`src/rtl/layered_colorizer.sv`:
```
`timescale 1ns/1ps
`default_nettype none
// ============================================================================
//  Module      : layered_colorizer
//  Description : Two-stage pixel colorizer. Stage 1 looks up the world-code
//                palette and picks the highest-priority visible icon layer.
//                Stage 2 selects black / icon / palette color.
//                A 6-bit frame counter drives per-layer blink phase, and the
//                palette can be rewritten at any time.
//  Ports       : clk, reset          - clock, synchronous active-high reset
//                enableVideo         - visible-region flag
//                worldIn             - world-map code of current pixel
//                layerIcon           - packed icon colors, layer k at
//                                      [k*COLOR_W +: COLOR_W], 0 = transparent
//                blinkEn             - per-layer blink enable
//                frameTick           - one-cycle frame-start pulse
//                palWe/palAddr/palData - palette write port
//                drawColor/drawValid - registered pixel color and valid
//  Revision    : 1.0 - initial release
// ============================================================================
module layered_colorizer #(
    parameter int COLOR_W   = 12,
    parameter int WORLD_W   = 2,
    parameter int N_LAYERS  = 2,
    parameter int BLINK_BIT = 4     // legal range 0..5
) (
    input  logic                         clk,
    input  logic                         reset,
    input  logic                         enableVideo,
    input  logic [WORLD_W-1:0]           worldIn,
    input  logic [N_LAYERS*COLOR_W-1:0]  layerIcon,
    input  logic [N_LAYERS-1:0]          blinkEn,
    input  logic                         frameTick,
    input  logic                         palWe,
    input  logic [WORLD_W-1:0]           palAddr,
    input  logic [COLOR_W-1:0]           palData,
    output logic [COLOR_W-1:0]           drawColor,
    output logic                         drawValid
);

    localparam int c_PAL_DEPTH = 1 << WORLD_W;
    localparam int c_FIELD_W   = COLOR_W / 3;

    // Mask with c_FIELD_W ones starting at bit lsb.
    function automatic logic [COLOR_W-1:0] f_field_mask(input int lsb);
        logic [COLOR_W-1:0] m;
        m = '0;
        for (int b = 0; b < COLOR_W; b++) begin
            if (b >= lsb && b < lsb + c_FIELD_W) m[b] = 1'b1;
        end
        return m;
    endfunction

    localparam logic [COLOR_W-1:0] c_RED   = f_field_mask(COLOR_W - c_FIELD_W);
    localparam logic [COLOR_W-1:0] c_GREEN = f_field_mask(COLOR_W - 2*c_FIELD_W);

    // Power-up palette reproduces the legacy map: white, black, red, green.
    function automatic logic [COLOR_W-1:0] f_reset_color(input int idx);
        case (idx)
            0:       return '1;
            2:       return c_RED;
            3:       return c_GREEN;
            default: return '0;
        endcase
    endfunction

    logic [c_PAL_DEPTH*COLOR_W-1:0] r_pal;
    logic [5:0]                     r_frame_cnt;

    logic [COLOR_W-1:0] r_s1_pal;
    logic [COLOR_W-1:0] r_s1_icon;
    logic               r_s1_hit;
    logic               r_s1_en;

    logic               w_blink_phase;
    logic [COLOR_W-1:0] w_icon;
    logic               w_hit;

    assign w_blink_phase = r_frame_cnt[BLINK_BIT];

    // Walk from lowest priority to highest so the lowest visible index wins.
    always_comb begin
        w_icon = '0;
        w_hit  = 1'b0;
        for (int k = N_LAYERS - 1; k >= 0; k--) begin
            if ((layerIcon[k*COLOR_W +: COLOR_W] != '0) &&
                !(blinkEn[k] && w_blink_phase)) begin
                w_icon = layerIcon[k*COLOR_W +: COLOR_W];
                w_hit  = 1'b1;
            end
        end
    end

    // Palette: the stage-1 read below samples the pre-write contents, so a
    // same-edge write is seen only by later lookups.
    always_ff @(posedge clk) begin
        if (reset) begin
            for (int i = 0; i < c_PAL_DEPTH; i++) begin
                r_pal[i*COLOR_W +: COLOR_W] <= f_reset_color(i);
            end
        end else if (palWe) begin
            r_pal[palAddr*COLOR_W +: COLOR_W] <= palData;
        end
    end

    always_ff @(posedge clk) begin
        if (reset) begin
            r_frame_cnt <= '0;
        end else if (frameTick) begin
            r_frame_cnt <= r_frame_cnt + 6'd1;
        end
    end

    // Stage 1
    always_ff @(posedge clk) begin
        if (reset) begin
            r_s1_pal  <= '0;
            r_s1_icon <= '0;
            r_s1_hit  <= 1'b0;
            r_s1_en   <= 1'b0;
        end else begin
            r_s1_pal  <= r_pal[worldIn*COLOR_W +: COLOR_W];
            r_s1_icon <= w_icon;
            r_s1_hit  <= w_hit;
            r_s1_en   <= enableVideo;
        end
    end

    // Stage 2
    always_ff @(posedge clk) begin
        if (reset) begin
            drawColor <= '0;
            drawValid <= 1'b0;
        end else begin
            drawValid <= r_s1_en;
            if (!r_s1_en)      drawColor <= '0;
            else if (r_s1_hit) drawColor <= r_s1_icon;
            else               drawColor <= r_s1_pal;
        end
    end

endmodule
`default_nettype wire
```
`config.mk`:
```
export PLATFORM = sky130hd
export DESIGN_NAME = layered_colorizer
export DESIGN_NICKNAME = d
export VERILOG_FILES = /design/src/rtl/layered_colorizer.sv
export SDC_FILE = /design/constraint.sdc
export NUM_CORES = 1
export LEC_CHECK = 0
export CAP_MARGIN = 20
export CORE_MARGIN = 4
export CORE_UTILIZATION = 45
export CTS_BUF_LIST = sky130_fd_sc_hd__clkbuf_16
export CTS_CLUSTER_DIAMETER = 100
export DETAILED_ROUTE_END_ITERATION = 8
export GPL_ROUTABILITY_DRIVEN = 1
export PLACE_DENSITY = 0.7
export RECOVER_POWER = 100
export SYNTH_ARGS = -nofsm -noshare
export SYNTH_HDL_FRONTEND = slang
export SYNTH_SLANG_ARGS = --single-unit
```
`constraint.sdc`:
```
create_clock -name clk -period 2.95 [get_ports clk]
set_input_delay 0.59 -clock clk [delete_from_list [all_inputs] [get_ports clk]]
set_output_delay 0.59 -clock clk [all_outputs]
set_load 0.01 [all_outputs]
```
* Yosys cells after proc, flatten, opt, wreduce, memory -nomap -nowiden
Cells that the tools add are included.
** Storage, ports and cells
- Output and inout port bits :: 13
- Register bits after elaboration :: 93
** Operators by class
- Bitwise operators :: 1
- Muxes and demuxes :: 6
- Multiply operators :: 2
- Add/sub/neg operators :: 2
- Shift operators :: 3
- Reductions and logical operators :: 9
** Operators by type and width (count)
- 48-bit bitwise mux :: 1
- 12-bit by 34-bit variable shift with 48-bit output, first input constant :: 1
- 12-bit by 34-bit indexed part select with 48-bit output :: 1
- 48-bit by 7-bit indexed part select with 12-bit output :: 1
- 12-bit two-way mux :: 3
- 6-bit negator with 34-bit output :: 1
- 12-bit nonzero test :: 2
- 2-bit by 2-bit multiplier with 4-bit output, second input constant :: 2
- 6-bit by 1-bit adder with 6-bit output, second input constant :: 1
- 1-bit logical AND :: 4
- 1-bit logical NOT :: 2
- 1-bit two-way mux :: 2
- 2-bit OR reduction :: 1
- 1-bit inverter :: 1

* Longest topological paths before layout
- Word-level depth :: 5
- Mapped depth :: 10
- Depth with buffers taken out :: 6

* Worst setup path after synthesis
OpenSTA, ideal clock, no wires.
- Kind :: input to register
- Start :: input port palAddr[0]
- End :: register r_pal[14]
- Stages on the path :: 8
- Path slack :: 0.569 ns
- Arrival :: 2.285 ns
- Setup time :: 0.096 ns
- Cells stage by stage :: buf_6 buf_2 inv_1 ha_1 buf_4 or3b_4 buf_6 o41ai_2
** On the way
- Word-level cells in the longest chain between the ends :: 4
- Elaborated cells on any way between the ends :: 5
- Classes of those cells :: 1 x add/sub; 1 x mul; 2 x shift; 1 x mux
** RTL lines
- start, declared :: RTL line 35 : input logic [WORLD_W-1:0] palAddr,
- 2-bit by 2-bit multiplier with 4-bit output * :: RTL line 102 : r_pal[palAddr*COLOR_W +: COLOR_W] <= palData;
- 6-bit negator with 34-bit output * :: RTL line 102
- 12-bit by 34-bit indexed part select with 48-bit output / 12-bit by 34-bit variable shift with 48-bit output (equally long branches) :: RTL line 102
- 48-bit bitwise mux * :: RTL line 102
- end signal, assigned by index :: RTL line 99 : r_pal[i*COLOR_W +: COLOR_W] <= f_reset_color(i);
- end signal, assigned by index :: RTL line 102
- end, declared :: RTL line 67 : logic [c_PAL_DEPTH*COLOR_W-1:0] r_pal;
Every way passes the cells marked *; elsewhere a longest branch is shown, timed or not.
A chain may end at the register's enable or synchronous reset.

* Worst setup path in the final report
- Start :: input port palAddr[0]
- End :: register r_pal[39]
Same word-level chain as after synthesis.

==> flow_metrics.env <==
export IMPL_status="finished with violations"
export IMPL_violations="max-capacitance violations, max-slew violations"
export IMPL_critPathTopFamily="buffers and inverters"
export IMPL_fin_cells=557
export IMPL_drt_initial_drc_count=217
export IMPL_n_antenna_cell=0
export IMPL_yosys_top_cells_count="dfxtp_1, nor2_1, a21oi_1, nand2_1, mux2i_1"
export IMPL_yosysMostFrequentCell="dfxtp_1"
export IMPL_vias_per_cell=5.851
export IMPL_fin_nets=502
export IMPL_cp_slowest_cell="dlygate4sd3_1"
export IMPL_rows=33
export IMPL_antenna_found_initial=0
export IMPL_cts_buffers=9
export IMPL_worstMarginPinSlew_ps=1601
export IMPL_path_clk_slew_ps=60
export IMPL_wl_per_cell_um=17.39
export IMPL_netlist_instances=397
export IMPL_syn2layout_area_growth_pct=22.98
export IMPL_ys_warn_count=0
export IMPL_finClkSkew_ps=6.016
export IMPL_seq_area_frac_synth_pct=46.52
export IMPL_power_leakage_uw=0.001908
export IMPL_hold_buffers=0
export IMPL_worstPathMaxFanout=21
export IMPL_synth_nets=451
export IMPL_hold_viol=0
export IMPL_multiInputGateArea_mm2=0.001931
export IMPL_setup_viol=0
export IMPL_rsz0062_at_grt="false"
export IMPL_hpwlAfterDp_um=6652
export IMPL_firstDrtPassIters=5
export IMPL_routed_wl_um=9684
export IMPL_core_area_mm2=0.008382
export IMPL_start_util_pct=47.23
export IMPL_cts_resized=0
export IMPL_drv_cap=1
export IMPL_clock_latency_ps=330
export IMPL_place_inst=542
export IMPL_maxSlewHeadroom_pct=-6.708
export IMPL_die_x_um=101.8
export IMPL_period_minus_slack_ps=2625
export IMPL_synth_seq_cells=92
export IMPL_grt_max_degree=84
export IMPL_layout_drive_gt1_share_pct=8.850
export IMPL_async_flop_share_pct=0
export IMPL_grt_pass1_vias=3123
export IMPL_synth_edf_count=0
export IMPL_synthDistinctLibCells=41
export IMPL_max_freq_ghz=0.3809
export IMPL_gp_congestion=0.8836
export IMPL_hp_class="reg -> reg"
export IMPL_drv_slew=84
export IMPL_io_buffers=59
export IMPL_drtAntennaViolNets=0
export IMPL_syn_area_per_cell_um2=9.972
export IMPL_worstSetupPathType="in -> reg"
export IMPL_ys_top_cells_by_area="dfxtp_1, mux4_2, mux2i_1"
export IMPL_dpl_instance_area_mm2=0.004614
export IMPL_cts_max_path_buffers=2
export IMPL_grt_pass1_wl_um=15770
export IMPL_hold_worst_slack_ps=452.2
export IMPL_cts_tree="yes"
export IMPL_power_density_mw_per_mm2=568.2
export IMPL_fin_tns_setup_ps=0
export IMPL_ios=60
export IMPL_synth_area_mm2=0.003959
export IMPL_max_stage_delay_ps=540
export IMPL_fp_dieH_um=101.8
export IMPL_grt_overflow=0
export IMPL_yosys_area_top_type="dfxtp_1"
export IMPL_die_area_mm2=0.01036
export IMPL_num_vias=3259
export IMPL_cts_sinks=92
export IMPL_crit_arrival_ps=2870
export IMPL_num_fill_cells=722
export IMPL_drc_errors=0
export IMPL_cp_end_kind="register"
export IMPL_htreeDepth=3
export IMPL_cp_cell_sequence="dlygate4sd3_1 -> clkbuf_2 -> ha_1 -> nand2_1 -> nor4_4 -> clkbuf_1 -> a221oi_1 -> nor2_1"
export IMPL_cts_setup_buffers=0
export IMPL_stdcell_area_mm2=0.004868
export IMPL_crit_required_ps=3190
export IMPL_crit_path_start_kind="input port"
export IMPL_yosysTopAreaCellShare_pct=46.52
export IMPL_grt_use_total_pct=19.51
export IMPL_critPathBufInv=3
export IMPL_root_buffer="clkbuf_16"
export IMPL_peakVddDrop_v=0.0003058
export IMPL_post_route_period_util_pct=89.00
export IMPL_ff_latch_area_mm2=0.001842
export IMPL_rrSetupSlack_ps=1210
export IMPL_synthFlopType="dfxtp_1"
[routing by layer]
metal | wire [um] | GRT usage (%) | part of all wire (%) | vias up
li1 | - | - | - | 1573
met1 | 4212 | 26.38 | 43 | 1500
met2 | 4294 | 29.98 | 44 | 166
met3 | 931 | 4.132 | 9.6 | 20
met4 | 245 | 8.896 | 2.5 | 0
met5 | 0 | 0 | 0 | -
[kinds of logic after synthesis]
| group | count (synthesis) | synth area share [%] |
|---|---|---|
| muxes | 36 | 12.90 |
| adders and majority gates | 7 | 2.212 |
| and+or+nand+nor | 138 | 17.32 |
| buffers and inverters | 34 | 4.425 |
| xor gates and xnor gates | 4 | 0.8851 |
| AOI/OAI and AO/OA | 86 | 15.74 |
| DFF | 92 | 46.52 |
[report_power, final]
| part | internal [uW] | switching [uW] |
|---|---|---|
| clock network | 662 | 485 |
| registers | 1290 | 23.4 |
| logic | 151 | 156 |
[worst reg2reg max path: cells and delay by family (launching register included)]
kind / cells / cell delay, ps
and+or+nand+nor: 2 / 740
DFF: 1 / 460
AOI/OAI and AO/OA: 1 / 400
[through the flow]
stage / power [uW] / utilization (%) / setup WS (ps)
2_1_floorplan: 1513 / - / 569.2
3_3_place_gp: 1646 / 55.05 / 285.6
3_5_place_dp: 1650 / 55.05 / 172.6
4_1_cts: 2797 / 58.59 / 521.3
5_1_grt: 2874 / 58.08 / 159.5
6_report: 2766 / 58.08 / 324.6
[final timing paths]
kind,end,cells past startpoint,startpoint
worst max-delay path,r_pal[39],8,palAddr[0]
worst min-delay path,r_pal[25],2,r_pal[25]
worst min register to register,r_pal[25],2,r_pal[25]
worst max register to register,r_s1_icon[4],3,r_frame_cnt[4]
[sequential cells by signal, summed over array words and instances (netlist names)]
signal	count
drawColor	12
drawValid	1
r_frame_cnt	5
r_pal	48
r_s1_en	1
r_s1_hit	1
r_s1_icon	12
r_s1_pal	12
[final cells by class]
type	count	share of cell area, %
Multi-Input combinational cell	271	39.66
Sequential cell	92	37.83
Timing Repair Buffer	71	13.49
Clock buffer	9	4.626
Tap cell	105	2.699
Clock inverter	6	1.465
Inverter	3	0.2313
[layout by cell type, fill, tap and decap left out, types with 4 or more instances in the layout]
cell type	n
mux2i_1	24
a311oi_1	12
nor2_1	52
dfxtp_1	92
mux4_2	12
a32oi_1	4
ha_1	7
nor2b_1	13
buf_4	5
o31ai_1	4
nand2_1	26
clkbuf_16	9
nor4_1	8
a22oi_1	7
a221o_1	12
nand4_1	8
nor3_1	14
nand3b_1	5
a21oi_1	37
clkdlybuf4s50_1	42
dlygate4sd3_1	16
Power figures use the tool's default switching activity.
